`src/rtl/ride_uart_tx.sv`:
```
// Serial report-line transmitter: sends "D=dddd S=ss\r\n" over a UART line at BAUD.
// Define RIDE_UART_PARITY_EN to add an even-parity bit after each byte's data bits.
`timescale 1ns/1ps

module ride_uart_tx #(
  parameter int CLK_FREQ_HZ = 100_000_000,
  parameter int BAUD        = 9600
) (
  input  logic       clk,
  input  logic       reset,
  input  logic       start,
  input  logic [6:0] distThousands,
  input  logic [6:0] distHundreds,
  input  logic [6:0] distTens,
  input  logic [6:0] distOnes,
  input  logic [6:0] speedTens,
  input  logic [6:0] speedOnes,
  output logic       tx,
  output logic       busy,
  output logic       done
);

  localparam int              DIV       = CLK_FREQ_HZ / BAUD;
  localparam int              CNT_W     = (DIV > 1) ? $clog2(DIV) : 1;
  localparam logic [CNT_W-1:0] CNT_LAST = CNT_W'(DIV - 1);
  localparam logic [3:0]      LAST_BYTE = 4'd12;
  localparam logic [6:0]      ASCII_0   = 7'h30;

  typedef enum logic [2:0] {
    IDLE,
    START,
    DATA,
`ifdef RIDE_UART_PARITY_EN
    PARITY,
`endif
    STOP
  } state_t;

  state_t           state, state_nx;
  logic [CNT_W-1:0] baud_cnt, baud_cnt_nx;
  logic [2:0]       bit_idx, bit_idx_nx;
  logic [3:0]       byte_idx, byte_idx_nx;
  logic             tx_nx, busy_nx, done_nx;
  logic             bit_end;
  logic             accept;
  logic [6:0]       code;
  logic [7:0]       cur_byte;
  logic [6:0]       snap_d3, snap_d2, snap_d1, snap_d0, snap_s1, snap_s0;

  function automatic logic [6:0] sanitize(input logic [6:0] c);
    return (c >= 7'h30 && c <= 7'h39) ? c : 7'h3F;
  endfunction

  assign bit_end = (baud_cnt == CNT_LAST);
  assign accept  = (state == IDLE) && start;

  // Character at the current byte position of the report line.
  always_comb begin
    code = 7'h0A;
    case (byte_idx)
      4'd0:    code = 7'h44;
      4'd1:    code = 7'h3D;
      4'd2:    code = snap_d3;
      4'd3:    code = snap_d2;
      4'd4:    code = snap_d1;
      4'd5:    code = snap_d0;
      4'd6:    code = 7'h20;
      4'd7:    code = 7'h53;
      4'd8:    code = 7'h3D;
      4'd9:    code = snap_s1;
      4'd10:   code = snap_s0;
      4'd11:   code = 7'h0D;
      default: code = 7'h0A;
    endcase
    cur_byte = {1'b0, code};
  end

  // NOTE: every signal written here gets a default first, so no path can infer a latch.
  always_comb begin
    state_nx    = state;
    baud_cnt_nx = baud_cnt;
    bit_idx_nx  = bit_idx;
    byte_idx_nx = byte_idx;
    tx_nx       = tx;
    busy_nx     = busy;
    done_nx     = 1'b0;

    if (state == IDLE) begin
      tx_nx       = 1'b1;
      busy_nx     = 1'b0;
      baud_cnt_nx = '0;
      bit_idx_nx  = '0;
      byte_idx_nx = '0;
      if (accept) begin
        state_nx = START;
        tx_nx    = 1'b0;
        busy_nx  = 1'b1;
      end
    end else if (!bit_end) begin
      baud_cnt_nx = baud_cnt + CNT_W'(1);
    end else begin
      // Bit boundary: load tx with the next bit so the line changes on this edge.
      baud_cnt_nx = '0;
      case (state)
        START: begin
          state_nx   = DATA;
          bit_idx_nx = '0;
          tx_nx      = cur_byte[0];
        end
        DATA: begin
          if (bit_idx != 3'd7) begin
            bit_idx_nx = bit_idx + 3'd1;
            tx_nx      = cur_byte[bit_idx + 3'd1];
          end else begin
`ifdef RIDE_UART_PARITY_EN
            state_nx = PARITY;
            tx_nx    = ^cur_byte;
`else
            state_nx = STOP;
            tx_nx    = 1'b1;
`endif
          end
        end
`ifdef RIDE_UART_PARITY_EN
        PARITY: begin
          state_nx = STOP;
          tx_nx    = 1'b1;
        end
`endif
        STOP: begin
          if (byte_idx != LAST_BYTE) begin
            byte_idx_nx = byte_idx + 4'd1;
            state_nx    = START;
            tx_nx       = 1'b0;
          end else begin
            byte_idx_nx = '0;
            state_nx    = IDLE;
            tx_nx       = 1'b1;
            busy_nx     = 1'b0;
            done_nx     = 1'b1;
          end
        end
        default: state_nx = IDLE;
      endcase
    end
  end

  // NOTE: sequential state uses non-blocking assignments so all registers update together.
  always_ff @(posedge clk or negedge reset) begin
    if (!reset) begin
      state    <= IDLE;
      baud_cnt <= '0;
      bit_idx  <= '0;
      byte_idx <= '0;
      tx       <= 1'b1;
      busy     <= 1'b0;
      done     <= 1'b0;
    end else begin
      state    <= state_nx;
      baud_cnt <= baud_cnt_nx;
      bit_idx  <= bit_idx_nx;
      byte_idx <= byte_idx_nx;
      tx       <= tx_nx;
      busy     <= busy_nx;
      done     <= done_nx;
    end
  end

  // NOTE: the snapshot is a handful of flops, not a memory, so it takes a defined reset value.
  always_ff @(posedge clk or negedge reset) begin
    if (!reset) begin
      snap_d3 <= ASCII_0;
      snap_d2 <= ASCII_0;
      snap_d1 <= ASCII_0;
      snap_d0 <= ASCII_0;
      snap_s1 <= ASCII_0;
      snap_s0 <= ASCII_0;
    end else if (accept) begin
      snap_d3 <= sanitize(distThousands);
      snap_d2 <= sanitize(distHundreds);
      snap_d1 <= sanitize(distTens);
      snap_d0 <= sanitize(distOnes);
      snap_s1 <= sanitize(speedTens);
      snap_s0 <= sanitize(speedOnes);
    end
  end

endmodule

```
`config.mk`:
```
export PLATFORM = sky130hd
export DESIGN_NAME = ride_uart_tx
export DESIGN_NICKNAME = d
export VERILOG_FILES = /design/src/rtl/ride_uart_tx.sv
export SDC_FILE = /design/constraint.sdc
export NUM_CORES = 1
export LEC_CHECK = 0
export BUFFER_PORTS_ARGS = -buffer_cell sky130_fd_sc_hd__buf_4
export CORE_MARGIN = 2
export CORE_UTILIZATION = 52
export CTS_CLUSTER_DIAMETER = 100
export DETAILED_ROUTE_END_ITERATION = 6
export PLACE_DENSITY = 0.83
export SLEW_MARGIN = 20
export SYNTH_ARGS = -nofsm -noshare
export SYNTH_HDL_FRONTEND = slang
export SYNTH_SLANG_ARGS = --single-unit
```
`constraint.sdc`:
```
create_clock -name clk -period 1.72 [get_ports clk]
set_clock_uncertainty 0.05 [all_clocks]
set_input_delay 0.172 -clock clk [delete_from_list [all_inputs] [get_ports clk]]
set_output_delay 0.172 -clock clk [all_outputs]
set_load 0.005 [all_outputs]
```
After elaboration in Yosys (flattened, before gate mapping)
Cells that the tools add are included.
{ "classes": {"addsub": 3, "n_lt_le_gt_ge": 13, "eq_ne": 21, "muxes": 39, "reduce_logical": 19} }
{ "op_table": {"columns": ["cell", "n"], "rows": [
  ["7-bit one-hot mux with 11 select lines", 1],
  ["7-bit by 6-bit greater-or-equal comparator with 1-bit output (second input constant)", 6],
  ["7-bit by 6-bit less-or-equal comparator with 1-bit output (second input constant)", 6],
  ["7-bit two-way mux", 6],
  ["14-bit two-way mux", 2],
  ["3-bit two-way mux", 7],
  ["4-bit by 3-bit equality test with 1-bit output (second input constant)", 4],
  ["4-bit equality test (second input constant)", 4],
  ["4-bit two-way mux", 4],
  ["1-bit two-way mux", 15],
  ["14-bit by 1-bit adder with 14-bit output (second input constant)", 1],
  ["14-bit equality test (second input constant)", 1],
  ["3-bit inequality test (second input constant)", 3],
  ["3-bit one-hot mux with 3 select lines", 1],
  ["3-bit AND reduction", 3],
  ["4-bit by 2-bit equality test with 1-bit output (second input constant)", 2],
  ["1-bit logical AND", 7],
  ["3-bit by 2-bit equality test with 1-bit output (second input constant)", 2],
  ["3-bit one-hot mux with 2 select lines", 1],
  ["4-bit by 1-bit adder with 4-bit output (second input constant)", 1],
  ["4-bit by 1-bit equality test with 1-bit output (second input constant)", 1],
  ["4-bit logical NOT", 1],
  ["3-bit by 4-bit < comparator with 1-bit output (second input constant)", 1],
  ["2-bit inequality test (second input constant)", 2],
  ["11 further kinds", 13]
]} }
{ "totals": {"regBits": 69, "inputBits": 45, "out_inout_bits": 3} }

Depth between registers and ports, before layout
Gate-level depths: netlist of run 1.
{ "depth": {"depth_word": 9, "mapped_depth": 10} }

Least setup slack after synthesis of run 1
OpenSTA, ideal clock, no wires.
{ "synth_path": {"path_type": "register -> register", "from": "register bit_idx[0]", "to": "register state[1]", "setup_ns": 0.125, "arrival_time_ns": 1.625, "slack_ns": -0.079, "path_stages_with_launch": 7, "path_buffers": 0, "synth_period_minus_slack_ns": 1.799, "cell_sequence": "dfrtp_1 > ha_1 > ha_1 > nand2b_1 > nor2b_1 > o21ai_1 > mux2_2"} }
{ "synth_between": {"elab_chain_len": 3} }
{ "synth_rtl": {"columns": ["element", "line_no", "rtl"], "rows": [
  ["from (decl)", "41", "logic [2:0] bit_idx, bit_idx_nx;"],
  ["from (signal assigned)", "161", "bit_idx <= bit_idx_nx;"],
  ["3-bit inequality test", "111", "if (bit_idx != 3'd7) begin"],
  ["3-bit inequality test (no source line)", null, null],
  ["3-bit AND reduction (no source line)", null, null],
  ["to (signal assigned)", "159", "state <= state_nx;"],
  ["to (decl)", "39", "state_t state, state_nx;"]
]} }
Every way passes these cells.
A chain may end at the register's enable or synchronous reset.

Worst setup path after layout of run 1
{ "layout_path": {"from": "register byte_idx[0]", "to": "register tx"} }
{ "layout_between": {"elab_chain_len": 9, "elab_cells_between_ends": 22, "cone_classes": "eq/ne (12); mux (8); reduce/logical (2)"} }
{ "layout_rtl": {"columns": ["element", "line_no", "rtl"], "rows": [
  ["from (decl)", "42", "logic [3:0] byte_idx, byte_idx_nx;"],
  ["from (signal assigned)", "162", "byte_idx <= byte_idx_nx;"],
  ["4-bit equality test or 4-bit by 1-bit equality test with 1-bit output (tied branches)", "60", "case (byte_idx)"],
  ["2-bit OR reduction (no source line)", null, null],
  ["7-bit one-hot mux with 11 select lines", "60", null],
  ["1-bit binary-select mux with 3-bit select", "113", "tx_nx = cur_byte[bit_idx + 3'd1];"],
  ["1-bit two-way mux (not written as such)", "113", null],
  ["1-bit two-way mux", "111", null],
  ["1-bit one-hot mux with 3 select lines *", "104", "case (state)"],
  ["1-bit two-way mux *", "99", "end else if (!bit_end) begin"],
  ["1-bit two-way mux *", "88", "if (state == IDLE) begin"],
  ["to (signal assigned)", "163", "tx <= tx_nx;"],
  ["to (decl)", "18", "output logic tx,"]
]} }
Mark *: on every way between the ends. The rest lies on a longest branch, timed or not. The select of a mux whose other input is x is not followed.

==> metrics.csv, run 1 <==
stage,metric,value,unit
synth,post-synth-top-count-cell,sky130_fd_sc_hd__nand2_1,
cells_and_area,area.growth.synth_to_final,35.8,%
detailed_routing,drt_iter0_drc,219,
timing,timing_worst_slew_pin_value,0.452,ns
clock_network,cts_tree,yes,
power,netSwitchingFraction,21.9,%
timing,setup_viol_count_final,3,
synth,synth-seq-cells,68,
synth,postSynth.asyncResetShare,100,%
power,power.net_switching,0.629,mW
power,fin_total_pwr,2.86,mW
global_routing,grt_overflow,0,
synth,syn_area_per_cell,9.21,um^2
floorplan,fp.dieH,87.8,um
timing,report.final.slew_viol_count,0,
synth,synth_cell_type_count,61,
synth,post-synth-top-area-fraction,37.7,%
detailed_routing,finalWirelength,9180,um
power,pwr-share-seq,55.9,%
setup_path,worst_setup_path_start_kind,register,
timing,setup_ws,-0.130,ns
synth,ys.flop_type,sky130_fd_sc_hd__dfrtp_1,
setup_path,critical-path-max-stage-delay,0.46,ns
placed_design,place_hpwl,6630,um
synth,netlist_top_cells_count,"sky130_fd_sc_hd__nand2_1, sky130_fd_sc_hd__dfrtp_1, sky130_fd_sc_hd__nor2_1",
clock_network,clkSinkCount,68,
synth,synth_top_cells_by_area,"sky130_fd_sc_hd__dfrtp_1, sky130_fd_sc_hd__dfstp_2, sky130_fd_sc_hd__nand2_1",
clock_network,clock_latency,0.35,ns
cells_and_area,count_of_filler_cells_inserted_in_the_layout,479,
worst_hold_path,worstHoldPathType,input port to register,
timing,hold-worst-slack,0.0139,ns
setup_path,critical_path.cell_chain,buf_6 > ha_4 > o41ai_4 > nor2_1 > o2111ai_1 > nand4_1 > a31oi_1,
detailed_routing,drtAntennaViolNets,0,
global_routing,grt_max_degree,44,
synth,post_synth_instance_area,0.00365,mm^2
clock_network,cts-buffers-inserted,9,
clock_network,htree_levels,3,
cells_and_area,antenna_cells_inserted,0,
clock_network,clock_tree.buffer_depth,2,
synth,yosys_synthesis_warning_count,0,
setup_path,critPathRequiredTime,1.94,ns
timing,rsz_0062_raised_after_global_routing,true,
setup_path,worstPathArrival,2.07,ns
detailed_routing,post_drt_via_cell_ratio,5.52,
power,power-per-cell-area,578,mW/mm^2
setup_path,critPathCaptureType,register,
power,cell_internal_pwr,2.24,mW
floorplan,num_rows,30,
timing,final.period_utilization,108,%
synth,synth_fp_nets,452,
floorplan,io_pins,48,
synth,ys_seq_area_share,47.1,%
global_routing,number_of_global_route_vias_before_repair,3249,
floorplan,design.die.area,0.00770,mm^2
global_routing,number_of_antenna_violations_at_the_first_check_in_global_routing,0,
setup_path,critPathMaxFanout,5,
clock_network,clk_root_buffer_cell,sky130_fd_sc_hd__clkbuf_8,
synth,yosysTopAreaCell,sky130_fd_sc_hd__dfrtp_1,
global_routing,grtUsageTotal,25.3,%
detailed_routing,detail_route.wl_per_cell,15.5,um
placed_design,place.gp.congestion,0.878,
run_status,violations_in_the_final_reports,setup timing,
clock_network,clk_transition_reported_paths,0.07,ns
cells_and_area,final_layout_size_suffix_gt1_share,37.4,%
floorplan,design.core.area,0.00679,mm^2
global_routing,first_pass_grt_wire_length,15200,um
power,clock_network_power_share,39.4,%
timing,fmax,0.540,GHz
placed_design,port_buffers,47,
power,cellLeakagePower,2.27,nW
synth,cells_after_synth,396,
flow_run,drv_cap,0,
synth,synth_edf_count,0,
power,power_frac_comb,4.7,%
detailed_routing,drc,0,
cells_and_area,post-route-util,72.9,%
floorplan,die_width,87.8,um
floorplan,initial_util,53.7,%
cells_and_area,design.final.nets,548,
timing,relSlewSlack,69.9,%
timing,timing.final.crit_period,1.85,ns
setup_path,timing_worst_setup_path_type,register to register,
setup_path,critical_path_top_delay_cell,sky130_fd_sc_hd__dfrtp_2,
run_status,outcome,"finished, violations left",
detailed_routing,vias,3272,
timing,hold_viol,0,
power,peakVddDrop,0.476,mV
detailed_routing,drt_pre_antenna_iters,5,
cells by family (layout without fill, tap and decap cells):
family / Yosys count / after routing / share of synthesized area (%)
AND/OR/NAND/NOR: 172 / 172 / 24.5
AO/OA/AOI/OAI: 99 / 99 / 17.3
buffers and inverters: 32 / 133 / 3.84
multiplexers: 3 / 3 / 0.857
XOR/XNOR: 11 / 11 / 2.64
adder cells (fa/ha/maj): 11 / 11 / 3.77
flip-flops: 68 / 68 / 47.1
power groups by stage:
stage | Sequential [mW] | Clock (mW) | Combinational [mW]
3_5_place_dp | 1.63 | 0 | 0.133
3_3_place_gp | 1.63 | 0 | 0.128
4_1_cts | 1.60 | 1.14 | 0.137
2_1_floorplan | 1.63 | 0 | 0.0129
5_1_grt | 1.60 | 1.21 | 0.152
6_report | 1.60 | 1.13 | 0.135
flip-flops by register name, indices dropped and copies added, names as in the netlist:
name      flops
snap_s1       7
snap_d3       7
snap_d2       7
snap_d1       7
baud_cnt     14
byte_idx      4
done          1
tx            1
busy          1
state         2
snap_s0       7
bit_idx       3
snap_d0       7
metal layers:
metal,wire (um),track usage (%)
met1,4100,34.4
met2,4430,40.8
met3,530,5.47
met4,119,7.69
met5,0,0
worst max-delay path: cells and delay by family (launching register included):
family                   cells  cell delay [ns]
flip-flops                   1             0.46
buffers and inverters        1             0.15
AND/OR/NAND/NOR              2             0.25
adder cells (fa/ha/maj)      1             0.18
AO/OA/AOI/OAI                3             0.70
what timing repair did:
action / CTS / global route
hold buffers: 2 / 0
gates resized for setup: 22 / 35
pin swaps: 4 / 11
hold endpoints to repair: 28 / 0
setup buffers: 3 / 3
setup endpoints to repair: 4 / 39
layout make-up:
| class | instances | area, um^2 | area share, % |
|---|---|---|---|
| Timing Repair Buffer | 105 | 870 | 17.5 |
| Inverter | 12 | 47.5 | 0.959 |
| Clock inverter | 2 | 10.0 | 0.202 |
| Multi-Input combinational cell | 296 | 2030 | 41.1 |
| Tap cell | 96 | 120 | 2.42 |
| Sequential cell | 68 | 1720 | 34.7 |
| Clock buffer | 14 | 153 | 3.08 |
layout by cell type, fill, tap and decap left out, types with 8 or more instances in the layout:
| cell type | instances |
|---|---|
| sky130_fd_sc_hd__buf_4 | 93 |
| sky130_fd_sc_hd__nand2_1 | 60 |
| sky130_fd_sc_hd__dfrtp_1 | 52 |
| sky130_fd_sc_hd__nor2_1 | 37 |
| sky130_fd_sc_hd__o21ai_0 | 31 |
| sky130_fd_sc_hd__nand2b_1 | 18 |
| sky130_fd_sc_hd__a21oi_1 | 14 |
| sky130_fd_sc_hd__dfstp_2 | 13 |
| sky130_fd_sc_hd__inv_1 | 10 |
| sky130_fd_sc_hd__clkbuf_8 | 10 |
| sky130_fd_sc_hd__xor2_1 | 8 |
stage by stage:
| step | TNS, ns | worst slack (ns) | area (um^2) | instances |
|---|---|---|---|---|
| floorplan | 0 | 0.000837 | 3720 | 396 |
| global placement | -0.119 | -0.119 | 4500 | 569 |
| detailed placement | -0.240 | -0.179 | 4500 | 569 |
| CTS | -0.129 | -0.108 | 4810 | 590 |
| global route | -0.695 | -0.252 | 4960 | 593 |
| finish | -0.253 | -0.130 | 4960 | 593 |
path summary, 6_finish.rpt:
path	startpoint	endpoint	slack, ns	depth (start not counted)
setup / recovery	byte_idx[0]	tx	-0.13	7
hold / removal	distOnes[2]	snap_d0[2]	0.01	3
setup reg to reg	byte_idx[0]	tx	-0.13	7
hold reg to reg	snap_s0[0]	snap_s0[0]	0.42	2
max in group asynchronous	reset	snap_s1[5]	0.77	3
min in group asynchronous	reset	baud_cnt[1]	0.25	2
Note: power is estimated with default switching activity, not from simulation.
==> run 2: changes to the inputs <==
--- a/config.mk
+++ b/config.mk
@@ -9,8 +9,10 @@
 export CORE_MARGIN = 2
 export CORE_UTILIZATION = 52
 export CTS_CLUSTER_DIAMETER = 100
+export CTS_CLUSTER_SIZE = 14
 export DETAILED_ROUTE_END_ITERATION = 6
 export PLACE_DENSITY = 0.83
+export SKIP_LAST_GASP = 1
 export SLEW_MARGIN = 20
 export SYNTH_ARGS = -nofsm -noshare
 export SYNTH_HDL_FRONTEND = slang
==> run 2 against run 1 <==
Against the previous run:
- the run still ends with setup timing left
- via count grew 0.15%
- utilization shrank 0.074 points
- fmax grew 0.25%
- sequential power is essentially flat
- flip-flop and latch count is the same
- final cell count is the same
- non-clock buffer count is the same
- clock power is essentially flat
- global-route usage is the same
- sequential share of layout area is essentially flat
- largest cell class unchanged
==> metrics.csv, run 2 (same netlist as run 1, synthesis figures left out) <==
stage,metric,value,unit
setup_path,critPathCaptureType,register,
timing,relSlewSlack,70.8,%
floorplan,design.die.area,0.00770,mm^2
clock_network,clk_transition_reported_paths,0.07,ns
timing,timing.final.crit_period,1.85,ns
clock_network,clock_tree.buffer_depth,2,
power,power_frac_comb,4.7,%
power,peakVddDrop,0.470,mV
clock_network,cts-buffers-inserted,9,
run_status,outcome,"finished, violations left",
floorplan,die_width,87.8,um
worst_hold_path,worstHoldPathType,input port to register,
setup_path,critPathMaxFanout,5,
timing,rsz_0062_raised_after_global_routing,true,
setup_path,worstPathArrival,2.07,ns
floorplan,io_pins,48,
timing,final.period_utilization,107,%
placed_design,port_buffers,47,
clock_network,clock_latency,0.35,ns
setup_path,critical_path.cell_chain,buf_6 > ha_4 > o41ai_4 > nor2_1 > o2111ai_1 > nand4_1 > a31oi_1,
cells_and_area,layout_commonest_cell,sky130_fd_sc_hd__buf_4,
detailed_routing,drt_iter0_drc,222,
global_routing,grt_overflow,0,
global_routing,number_of_antenna_violations_at_the_first_check_in_global_routing,0,
power,cellLeakagePower,2.27,nW
detailed_routing,detail_route.wl_per_cell,15.4,um
timing,tns,-0.218,ns
cells_and_area,stdcell_count,593,
setup_path,timing_worst_setup_path_type,register to register,
run_status,violations_in_the_final_reports,setup timing,
detailed_routing,drtAntennaViolNets,0,
timing,fmax,0.542,GHz
timing,report.final.slew_viol_count,0,
clock_network,cts_tree,yes,
setup_path,critical-path-max-stage-delay,0.45,ns
global_routing,grtUsageTotal,25.3,%
global_routing,number_of_global_route_vias_before_repair,3249,
cells_and_area,largest_register_ffs,14,
setup_path,worst_setup_path_start_kind,register,
detailed_routing,vias,3277,
power,pwr-share-seq,55.9,%
clock_network,clk_root_buffer_cell,sky130_fd_sc_hd__clkbuf_8,
power,power-per-cell-area,579,mW/mm^2
detailed_routing,post_drt_via_cell_ratio,5.53,
cells_and_area,regMostFlops,baud_cnt,
detailed_routing,drc,0,
placed_design,place.detailed.instances,569,
power,power.net_switching,0.628,mW
placed_design,place.gp.congestion,0.878,
cells_and_area,count_of_filler_cells_inserted_in_the_layout,479,
cells_and_area,design.final.nets,548,
setup_path,critical_path_top_delay_cell,sky130_fd_sc_hd__dfrtp_2,
global_routing,grt_use_met2,40.8,%
global_routing,grt_max_degree,44,
floorplan,fp.dieH,87.8,um
global_routing,grtUsageMet1,34.4,%
flow_run,drv_cap,0,
global_routing,global_route.peak_usage_layer,met2,
timing,setup_viol_count_final,3,
power,cell_internal_pwr,2.24,mW
cells_and_area,final_layout_size_suffix_gt1_share,37.2,%
cells_and_area,antenna_cells_inserted,0,
floorplan,design.core.area,0.00679,mm^2
clock_network,clkSinkCount,68,
timing,hold_viol,0,
global_routing,gr-usage-met3,5.47,%
timing,setup_ws,-0.126,ns
cells_and_area,most_used_cells_in_the_layout_excluding_fill_and_tap_cells,"sky130_fd_sc_hd__buf_4, sky130_fd_sc_hd__nand2_1, sky130_fd_sc_hd__dfrtp_1, sky130_fd_sc_hd__nor2_1, sky130_fd_sc_hd__o21ai_0",
floorplan,num_rows,30,
global_routing,first_pass_grt_wire_length,15200,um
cells_and_area,footprint_of_the_multi_input_gates,0.00203,mm^2
detailed_routing,drt_pre_antenna_iters,5,
cells_and_area,area.sequential,0.00172,mm^2
floorplan,initial_util,53.7,%
cells_and_area,area.growth.synth_to_final,35.7,%
timing,timing_worst_slew_pin_value,0.438,ns
placed_design,place_hpwl,6630,um
power,netSwitchingFraction,21.9,%
power,clock_network_power_share,39.4,%
detailed_routing,finalWirelength,9160,um
setup_path,critPathRequiredTime,1.94,ns
clock_network,htree_levels,3,
[run 2: cell counts in the layout (fill, tap and decap cells not counted)]
No cell type changed its count.
[run 2: worst paths after layout]
| kind | startpoint | cells past startpoint | end | slack [ns] |
|---|---|---|---|---|
| setup / recovery | byte_idx[0] | 7 | tx | -0.13 |
| hold / removal | distOnes[2] | 3 | snap_d0[2] | 0.01 |
| setup reg to reg | byte_idx[0] | 7 | tx | -0.13 |
| hold reg to reg | snap_s0[0] | 2 | snap_s0[0] | 0.42 |
| max in group asynchronous | reset | 3 | snap_s1[5] | 0.77 |
| min in group asynchronous | reset | 2 | baud_cnt[1] | 0.24 |
[run 2: metrics by stage]
step	hold WS (ns)	area [um^2]	util [%]	setup WS (ns)	total power [mW]
final	0.00983	4950	72.9	-0.126	2.86
after global routing	0.0245	4950	72.9	-0.248	2.96
after CTS	0.00694	4810	70.8	-0.108	2.88
after detailed placement	0.0876	4500	66.2	-0.179	1.76
after global placement	0.0925	4500	66.2	-0.119	1.76
after floorplan	-0.174	3720	-	0.000837	1.64
[run 2: worst max-delay path, delay by kind of cell (launching register included)]
family,cells,cell delay (ns)
compound gates,3,0.70
fa+ha+maj,1,0.18
buf+inv,1,0.14
flops,1,0.45
simple gates,2,0.25
[run 2: power groups by stage]
stage	logic, mW	registers, mW	clock network, mW
2_1_floorplan	0.0129	1.63	0
3_3_place_gp	0.128	1.63	0
3_5_place_dp	0.133	1.63	0
4_1_cts	0.137	1.60	1.14
5_1_grt	0.152	1.60	1.21
6_report	0.135	1.60	1.13
[run 2: what timing repair did]
action / 4_1_cts / 5_1_grt
setup buffers: 3 / 3
pin swaps: 4 / 7
hold buffers: 2 / 0
hold endpoints to repair: 28 / 0
gates resized for setup: 22 / 34
endpoints found under the setup margin: 4 / 39
[run 2: area by class of cell]
class | instances | area share [%]
inverter | 12 | 0.960
tap | 96 | 2.43
clock inverter | 2 | 0.202
timing repair buffer | 105 | 17.6
multi-input combinational | 296 | 41.0
sequential | 68 | 34.8
clock buffer | 14 | 3.08
[run 2: layer usage]
metal / share of wire (%) / up-vias / wire length [um]
met2: 48 / 114 / 4430
met5: 0 / - / 0
met1: 44 / 1560 / 4000
met4: 1.7 / 0 / 157
li1: - / 1586 / -
met3: 6.2 / 17 / 571
==> run 3: changes to the inputs <==
--- a/config.mk
+++ b/config.mk
@@ -6,11 +6,13 @@
 export NUM_CORES = 1
 export LEC_CHECK = 0
 export BUFFER_PORTS_ARGS = -buffer_cell sky130_fd_sc_hd__buf_4
+export CAP_MARGIN = 25
 export CORE_MARGIN = 2
 export CORE_UTILIZATION = 52
 export CTS_CLUSTER_DIAMETER = 100
 export CTS_CLUSTER_SIZE = 14
 export DETAILED_ROUTE_END_ITERATION = 6
+export GPL_TIMING_DRIVEN = 0
 export PLACE_DENSITY = 0.83
 export SKIP_LAST_GASP = 1
 export SLEW_MARGIN = 20
==> constraint.sdc (replaced) <==
create_clock -name clk -period 1.6 [get_ports clk]
set_clock_uncertainty 0.05 [all_clocks]
set_input_delay 0.16 -clock clk [delete_from_list [all_inputs] [get_ports clk]]
set_output_delay 0.16 -clock clk [all_outputs]
set_load 0.005 [all_outputs]
==> run 3 against run 2 <==
Against the previous run:
- the run still ends with setup timing left
- flip-flop and latch count unchanged
- register-to-register slack worse by 0.42 ns
- cell area is 5.4% higher
- critical path depth increased by 1
- worst setup slack got worse by 0.42 ns
- routed wire length increased by 27%
- count of clock-buffer cells in the layout stayed put
- first-iteration DRC count up 130%
- global-route usage up 3.4 points
- final cell count grew 2.2%
- via count rose by 13%
- largest power group unchanged
==> metrics.csv, run 3 (same netlist as run 1, synthesis figures left out) <==
stage,metric,value,unit
setup_path,critical-path-max-stage-delay,0.47,ns
worst_hold_path,timing.hold.worst_endpoint,snap_d3[0],
floorplan,initial_util,53.7,%
placed_design,place_hpwl,6200,um
clock_network,htree_levels,3,
timing,final.period_utilization,134,%
power,cellLeakagePower,2.34,nW
run_status,violations_in_the_final_reports,setup timing,
cells_and_area,area.sequential,0.00172,mm^2
global_routing,grtUsageTotal,28.7,%
power,power-per-cell-area,610,mW/mm^2
timing,setup_ws,-0.541,ns
detailed_routing,drc,0,
timing,hold_viol,0,
worst_hold_path,hold-path-cell-count,3,
cells_and_area,footprint_of_the_multi_input_gates,0.00215,mm^2
cells_and_area,final_layout_size_suffix_gt1_share,39.8,%
detailed_routing,drt_pre_antenna_iters,7,
global_routing,grt_overflow,0,
cells_and_area,design.final.nets,561,
worst_hold_path,worstHoldStart,distThousands[0],
cells_and_area,most_used_cells_in_the_layout_excluding_fill_and_tap_cells,"sky130_fd_sc_hd__buf_4, sky130_fd_sc_hd__nand2_1, sky130_fd_sc_hd__dfrtp_1, sky130_fd_sc_hd__nor2_1, sky130_fd_sc_hd__o21ai_0",
clock_network,clock_latency,0.36,ns
worst_hold_path,worstHoldPathType,input port to register,
setup_path,critical_path_top_delay_cell,sky130_fd_sc_hd__dfrtp_2,
detailed_routing,drt_iter0_drc,504,
power,peakVddDrop,0.384,mV
detailed_routing,finalWirelength,11600,um
cells_and_area,largest_register_ffs,14,
cells_and_area,antenna_cells_inserted,0,
clock_network,clkSinkCount,68,
setup_path,worst-r2r-cell-count,8,
floorplan,num_rows,30,
setup_path,worst_setup_path_start_kind,register,
setup_path,critPathRequiredTime,1.82,ns
placed_design,port_buffers,47,
timing,report.final.slew_viol_count,0,
global_routing,grt_max_degree,69,
floorplan,design.die.area,0.00770,mm^2
timing,relSlewSlack,44.1,%
timing,timing.final.crit_period,2.14,ns
setup_path,critPathCaptureType,register,
placed_design,dpl_worst_slack,-0.456,ns
setup_path,regToRegEndpoint,tx,
timing,fmax,0.467,GHz
clock_network,clock_tree.buffer_depth,2,
clock_network,clk_transition_reported_paths,0.08,ns
cells_and_area,regMostFlops,baud_cnt,
setup_path,timing_worst_setup_path_type,register to register,
global_routing,number_of_global_route_vias_before_repair,3530,
setup_path,reg2reg_setup_slack,-0.54,ns
detailed_routing,drtAntennaViolNets,0,
global_routing,first_pass_grt_wire_length,17000,um
floorplan,die_width,87.8,um
setup_path,critPathMaxFanout,6,
run_status,outcome,"finished, violations left",
floorplan,fp.dieH,87.8,um
floorplan,design.core.area,0.00679,mm^2
clock_network,clk_root_buffer_cell,sky130_fd_sc_hd__clkbuf_8,
cells_and_area,layout_commonest_cell,sky130_fd_sc_hd__buf_4,
placed_design,place.gp.congestion,0.901,
detailed_routing,vias,3693,
flow_run,drv_cap,0,
clock_network,cts_tree,yes,
floorplan,io_pins,48,
setup_path,worst_r2r_startpoint,byte_idx[0],
global_routing,number_of_antenna_violations_at_the_first_check_in_global_routing,0,
setup_path,critical_path.cell_chain,buf_12 > ha_4 > clkbuf_16 > a221oi_2 > a21oi_1 > or3_1 > nand4_1 > a31oi_1,
detailed_routing,detail_route.wl_per_cell,19.2,um
timing,rsz_0062_raised_after_global_routing,true,
timing,timing_worst_slew_pin_value,0.838,ns
power,fin_total_pwr,3.18,mW
cells_and_area,area.growth.synth_to_final,43.0,%
cells_and_area,count_of_filler_cells_inserted_in_the_layout,393,
detailed_routing,post_drt_via_cell_ratio,6.09,
setup_path,worstPathArrival,2.36,ns
timing,setup_viol_count_final,14,
clock_network,cts-buffers-inserted,9,
[run 3: changes by cell type in the layout (fill, tap and decap cells not counted), sizes merged]
cell,change
buf,-3
dlygate4sd3,+7
clkinvlp,+1
clkbuf,+9
clkinv,-1
[run 3: what timing repair did]
item                                    in CTS  in global routing
buffers inserted                            31                 12
resized for setup                           66                 34
pin swaps                                   21                 20
endpoints found under the setup margin      64                 45
hold endpoints to repair                    63                  0
hold buffers                                 9                  0
gates cloned                                 1                  0
[run 3: critical path: cells and delay by family, from the launching register on]
family                   cells  cell delay [ns]
AO/OA/AOI/OAI                3             0.46
flip-flops                   1             0.47
buffers and inverters        2             0.31
AND/OR/NAND/NOR              2             0.57
adder cells (fa/ha/maj)      1             0.18
[run 3: how the worst max path moves through the flow]
stage,from,to,slack [ns]
final,byte_idx[0],tx,-0.54
after global routing,byte_idx[0],tx,-0.55
after CTS,byte_idx[1],tx,-0.31
after detailed placement,byte_idx[1],tx,-0.46
after global placement,byte_idx[1],tx,-0.43
after floorplan,byte_idx[1],tx,-0.11
[run 3: layout make-up]
class | count | share of cell area [%]
flip-flops and latches | 68 | 33.1
repair buffers | 100 | 15.8
clock buffers | 14 | 3.12
multi-input cells | 296 | 41.2
clock inverters | 2 | 0.240
plain buffers | 18 | 3.31
well taps | 96 | 2.30
inverters | 12 | 0.959
[run 3: where the power goes]
group          switching (mW)  internal [mW]
clock                   0.664          0.647
sequential                  0           1.72
combinational          0.0646         0.0871
total                   0.729           2.45
[run 3: stage by stage]
stage | area, um^2 | util [%] | TNS [ns] | hold WS (ns) | cells
6_report | 5220 | 76.8 | -2.35 | 0.00590 | 606
3_3_place_gp | 4210 | 61.9 | -11.04 | 0.263 | 539
4_1_cts | 4980 | 73.3 | -0.665 | 0.00173 | 594
3_5_place_dp | 4210 | 61.9 | -13.44 | 0.269 | 539
5_1_grt | 5220 | 76.8 | -3.36 | 0.0289 | 606
2_1_floorplan | 3730 | - | -0.220 | -0.186 | 396
[run 3: metal layers]
metal,vias to the layer above,share of wire [%],global-route usage (%)
li1,1608,-,-
met2,249,49,46.3
met5,-,0,0
met4,0,4.3,14.1
met1,1774,39,36.9
met3,62,7.2,5.94
